===== config.mk =====
export PLATFORM = sky130hd
export DESIGN_NAME = cpu_mem_arbiter
export DESIGN_NICKNAME = d
export VERILOG_FILES = /design/src/rtl/cpu_mem_arbiter.sv
export SDC_FILE = /design/constraint.sdc
export NUM_CORES = 1
export LEC_CHECK = 0
export BUFFER_PORTS_ARGS = -buffer_cell sky130_fd_sc_hd__buf_2
export CAP_MARGIN = 20
export CORE_ASPECT_RATIO = 0.75
export CORE_UTILIZATION = 39
export DETAILED_ROUTE_END_ITERATION = 8
export MAX_ROUTING_LAYER = met4
export PLACE_DENSITY = 0.84
export SLEW_MARGIN = 30
export SYNTH_ARGS = -nofsm -noshare
export SYNTH_HDL_FRONTEND = slang
export SYNTH_SLANG_ARGS = --single-unit

===== constraint.sdc =====
create_clock -name clk -period 1.58 [get_ports clk]
set_clock_uncertainty 0.05 [all_clocks]
set_input_delay 0 -clock clk [delete_from_list [all_inputs] [get_ports clk]]
set_output_delay 0 -clock clk [all_outputs]
set_load 0.005 [all_outputs]

===== src/rtl/cpu_mem_arbiter.sv =====
// Two-master (instruction/data) arbiter onto one shared memory port with a
// single outstanding transaction; data has priority with bounded starvation.
module cpu_mem_arbiter #(
  parameter int unsigned DATA_BURST_MAX = 2
) (
  input  logic        clk,
  input  logic        rst,

  input  logic        inst_req,
  input  logic [31:0] inst_addr,
  output logic        inst_addr_ok,
  output logic        inst_data_ok,
  output logic [31:0] inst_rdata,

  input  logic        data_req,
  input  logic        data_wr,
  input  logic [3:0]  data_wstrb,
  input  logic [31:0] data_addr,
  input  logic [31:0] data_wdata,
  output logic        data_addr_ok,
  output logic        data_data_ok,
  output logic [31:0] data_rdata,

  output logic        mem_req,
  output logic        mem_wr,
  output logic [3:0]  mem_wstrb,
  output logic [31:0] mem_addr,
  output logic [31:0] mem_wdata,
  input  logic        mem_addr_ok,
  input  logic        mem_data_ok,
  input  logic [31:0] mem_rdata
);

  localparam logic [3:0] BURST_MAX = 4'(DATA_BURST_MAX);

  typedef enum logic [1:0] {
    IDLE = 2'd0,
    REQ  = 2'd1,
    RESP = 2'd2
  } state_t;

  typedef enum logic {
    OWN_INST = 1'b0,
    OWN_DATA = 1'b1
  } owner_t;

  state_t      state, state_nxt;
  owner_t      owner, owner_nxt;
  logic [3:0]  cnt, cnt_nxt;
  logic        wr_q, wr_nxt;
  logic [3:0]  wstrb_q, wstrb_nxt;
  logic [31:0] addr_q, addr_nxt;
  logic [31:0] wdata_q, wdata_nxt;

  always_ff @(posedge clk or negedge rst) begin
    if (!rst) begin
      state   <= IDLE;
      owner   <= OWN_INST;
      cnt     <= '0;
      wr_q    <= 1'b0;
      wstrb_q <= '0;
      addr_q  <= '0;
      wdata_q <= '0;
    end else begin
      state   <= state_nxt;
      owner   <= owner_nxt;
      cnt     <= cnt_nxt;
      wr_q    <= wr_nxt;
      wstrb_q <= wstrb_nxt;
      addr_q  <= addr_nxt;
      wdata_q <= wdata_nxt;
    end
  end

  always_comb begin
    state_nxt    = state;
    owner_nxt    = owner;
    cnt_nxt      = cnt;
    wr_nxt       = wr_q;
    wstrb_nxt    = wstrb_q;
    addr_nxt     = addr_q;
    wdata_nxt    = wdata_q;

    inst_addr_ok = 1'b0;
    inst_data_ok = 1'b0;
    inst_rdata   = '0;
    data_addr_ok = 1'b0;
    data_data_ok = 1'b0;
    data_rdata   = '0;
    mem_req      = 1'b0;
    mem_wr       = 1'b0;
    mem_wstrb    = '0;
    mem_addr     = '0;
    mem_wdata    = '0;

    case (state)
      IDLE: begin
        // Grants are combinational, so gate them while reset holds outputs low.
        if (rst) begin
          if (data_req && !(inst_req && (cnt == BURST_MAX))) begin
            data_addr_ok = 1'b1;
            owner_nxt    = OWN_DATA;
            wr_nxt       = data_wr;
            wstrb_nxt    = data_wr ? data_wstrb : 4'b0000;
            addr_nxt     = data_addr;
            wdata_nxt    = data_wdata;
            state_nxt    = REQ;
            if (inst_req)
              cnt_nxt = (cnt >= BURST_MAX) ? BURST_MAX : cnt + 4'd1;
            else
              cnt_nxt = '0;
          end else if (inst_req) begin
            inst_addr_ok = 1'b1;
            owner_nxt    = OWN_INST;
            wr_nxt       = 1'b0;
            wstrb_nxt    = '0;
            addr_nxt     = inst_addr;
            wdata_nxt    = '0;
            state_nxt    = REQ;
            cnt_nxt      = '0;
          end
        end
      end

      REQ: begin
        mem_req   = 1'b1;
        mem_wr    = wr_q;
        mem_wstrb = wstrb_q;
        mem_addr  = addr_q;
        mem_wdata = wdata_q;
        if (mem_addr_ok)
          state_nxt = RESP;
      end

      RESP: begin
        if (mem_data_ok) begin
          if (owner == OWN_DATA) begin
            data_data_ok = 1'b1;
            data_rdata   = mem_rdata;
          end else begin
            inst_data_ok = 1'b1;
            inst_rdata   = mem_rdata;
          end
          state_nxt = IDLE;
        end
      end

      default: state_nxt = IDLE;
    endcase
  end

endmodule

==> run_results.csv <==
group,metric,value,unit
detailed_routing,wl_per_cell,20.0,um
die,core_area,10400,sq um
global_routing,grt_usage,31.6,%
run,cap_violations,0,
final_layout,layout-drive-gt1-share,43.1,%
worst_setup_path,cp-end-kind,"register",
die,rows,32,
placement,dp_hpwl,9910,um
sta,slew-limit-headroom,54.6,%
yosys,yosys_warnings,0,
final_layout,area_delta_synth_final,84.2,%
power_and_ir_drop,power_frac_comb,47.4,%
global_routing,use_met2,52.8,%
yosys,synth_area,4240,sq um
global_routing,top_usage_layer,"met2",
worst_setup_path,worstPathMaxFanout,7,
placement,port_buffers,276,
placement,gp_congestion,0.774,
worst_hold_path,min-delay-path-class,"input port to register",
detailed_routing,via_per_inst,5.53,
worst_setup_path,path_cells,"inv_2 -> ha_4 -> nand4bb_4 -> and3_4 -> buf_12 -> clkbuf_16 -> a22o_1",
sta,setup_viol,185,
power_and_ir_drop,p_leak,4.05,nW
clock_tree,htree_num_levels,3,
power_and_ir_drop,sequentialPowerShare,33.2,%
worst_setup_path,worstPathRequired,1740,ps
sta,hold_viol,0,
detailed_routing,ant_nets,0,
outcome,violations,"negative setup slack",
clock_tree,clk_pin_slew,60,ps
die,die_w,122,um
detailed_routing,first_pass_iters,5,
yosys,synth_cells,457,
worst_setup_path,cpPeakStageDelay,400,ps
clock_tree,cts_tree,"yes",
detailed_routing,wl,20000,um
detailed_routing,drtIter0Drc,472,
final_layout,fill_cells,670,
yosys,ys_ff_latch,76,
clock_tree,clk_latency,330,ps
power_and_ir_drop,p_sw_share,35.6,%
global_routing,antenna_found_initial,1,
power_and_ir_drop,fin_total_pwr,0.0105,W
global_routing,grt_pass1_vias,5193,
worst_setup_path,startpoint_type,"register",
power_and_ir_drop,p_int,0.00673,W
global_routing,met3_usage,6.34,%
die,ios,277,
yosys,ys_types,27,
yosys,syn-num-nets,598,
power_and_ir_drop,peakVddDrop,0.000702,V
worst_setup_path,critPathKind,"register to register",
global_routing,use_met1,37.9,%
die,start_util,40.7,%
power_and_ir_drop,power_density,1340,nW/um^2
final_layout,fin_nets,997,
placement,postPlaceCellArea,5820,sq um
final_layout,design_area,7800,sq um
clock_tree,numCtsBuffers,9,
clock_tree,numClockSinks,76,
die,die_h,92.3,um
sta,grt_setup_unrepaired,"true",
clock_tree,root_buffer,"clkbuf_16",
global_routing,grt_start_max_net_pins,77,
detailed_routing,drc,0,
yosys,ys_seq_area_share,44.9,%
power_and_ir_drop,power.switching,0.00372,W
final_layout,antenna_cells,0,
sta,tightest_slew,681,ps
sta,fin_crit_sh,108,%
detailed_routing,vias,5511,
sta,layout_setup_ws,-122,ps
power_and_ir_drop,clockPowerShare,19.4,%
sta,period_minus_slack,1700,ps
die,die_area,11300,sq um
clock_tree,clockBufferDepth,2,
worst_setup_path,arrival,1860,ps
sta,slew_violations,0,
sta,clock.fmax,587,MHz
outcome,status,"finished, violations left",
yosys,post_synth.cell_area_avg,9.27,sq um
worst_setup_path,crit_slowest_cell,"dfrtp_1",
global_routing,grt_pass1_wl,26800,um
global_routing,grt_overflow_total,0,
## metrics by stage
step                std cells  utilization [%]  hold WS [ps]  TNS [ps]  setup WS, ps
floorplan                 457                -          -346     -71.1         -16.5
global placement          843             55.9           166      -889         -34.4
detailed placement        843             55.9           167     -3480          -165
CTS                       974             70.8           103     -2850         -61.0
global route              996             75.0           157    -25380          -203
finish                    996             75.0           157    -12300          -122
## power by group through the flow
stage | registers, W | clock network [W] | logic (W)
detailed placement | 0.00337 | 0 | 0.00362
CTS | 0.00335 | 0.00205 | 0.00409
global placement | 0.00332 | 0 | 0.00351
global route | 0.00354 | 0.00213 | 0.00531
floorplan | 0.00322 | 0 | 0.00219
finish | 0.00347 | 0.00203 | 0.00496
## synth_stat cells
| library cell | count | area, sq um |
|---|---|---|
| a41o_1 | 1 | 10.0 |
| buf_6 | 9 | 101 |
| and2_1 | 135 | 845 |
| and4bb_2 | 1 | 12.5 |
| nor3_1 | 1 | 5.00 |
| a32o_1 | 5 | 50.1 |
| nand2b_1 | 2 | 12.5 |
| nand4bb_1 | 1 | 11.3 |
| or2_0 | 1 | 6.26 |
| clkbuf_1 | 31 | 116 |
| a31oi_1 | 32 | 200 |
| a21oi_1 | 35 | 175 |
| buf_2 | 8 | 40.0 |
| a22o_1 | 33 | 289 |
| inv_1 | 2 | 7.51 |
| buf_4 | 1 | 7.51 |
| nand2_1 | 6 | 22.5 |
| ha_1 | 2 | 25.0 |
| a21o_1 | 1 | 7.51 |
| nor4_1 | 1 | 6.26 |
| o2bb2ai_1 | 1 | 8.76 |
| dfrtp_1 | 76 | 1900 |
| nor3b_1 | 2 | 15.0 |
| o21ai_0 | 33 | 165 |
| and3_4 | 1 | 11.3 |
| nand3_1 | 33 | 165 |
| nor2b_1 | 3 | 18.8 |
## layer usage
layer	vias to the layer above	wire, um
met2	385	9600
met5	-	0
li1	2420	-
met1	2637	7970
met3	69	1810
met4	0	574
## logic make-up after synthesis
logic type      count (synthesis)  synth area share (%)
compound gates                141                  21.4
fa+ha+maj                       2                 0.591
buf+inv                        51                  6.44
flops                          76                  44.9
simple gates                  187                  26.7
## timing repair
| action | in CTS | in global routing |
|---|---|---|
| resized for setup | 14 | 42 |
| cloned | 3 | 13 |
| hold buffers | 105 | 0 |
| hold endpoints to repair | 148 | 0 |
| setup endpoints to repair | 119 | 209 |
| pin swaps | 2 | 48 |
| setup buffers | 8 | 10 |
## registers in the layout, indices dropped and copies added (netlist names)
| signal | count |
|---|---|
| addr_q | 32 |
| cnt | 4 |
| owner | 1 |
| state | 2 |
| wdata_q | 32 |
| wr_q | 1 |
| wstrb_q | 4 |
## cell usage in the layout, fill, tap and decap left out, types with 3 or more instances in the layout
master,n
and2_1,133
nand2_1,5
o21ai_0,17
and4bb_4,3
buf_4,25
o21ai_1,11
a21oi_1,34
a22o_1,33
a32o_1,4
dlygate4sd3_1,105
a31oi_1,31
buf_12,10
buf_6,9
buf_2,273
buf_8,3
o21ai_2,5
clkbuf_16,17
nand3_1,32
dfrtp_1,75
## cell type report
type                            count  area (sq um)  share of cell area (%)
Timing Repair Buffer              435          3210                    41.1
Multi-Input combinational cell    332          2230                    28.5
Sequential cell                    76          1900                    24.4
Clock buffer                        9           225                    2.89
Tap cell                          136           170                    2.18
Clock inverter                      6          65.1                   0.834
Inverter                            2          7.51                  0.0962
## critical path, delay by kind of cell, from the launching register on
kind | cells | cell delay [ps]
AND/OR/NAND/NOR | 2 | 360
AO/OA/AOI/OAI | 1 | 230
buffers and inverters | 3 | 390
adder cells (fa/ha/maj) | 1 | 150
flip-flops | 1 | 400
## final timing paths
check / startpoint / endpoint / slack (ps) / depth (start not counted)
max: cnt[0] / wdata_q[31] / -120 / 7
min: data_req / addr_q[10] / 160 / 4
max reg2reg: cnt[0] / wdata_q[31] / -120 / 7
min reg2reg: wdata_q[22] / wdata_q[22] / 440 / 1
max in group asynchronous: rst / cnt[2] / 650 / 3
min in group asynchronous: rst / wdata_q[28] / 330 / 3
(Power assumes the default switching activity.)
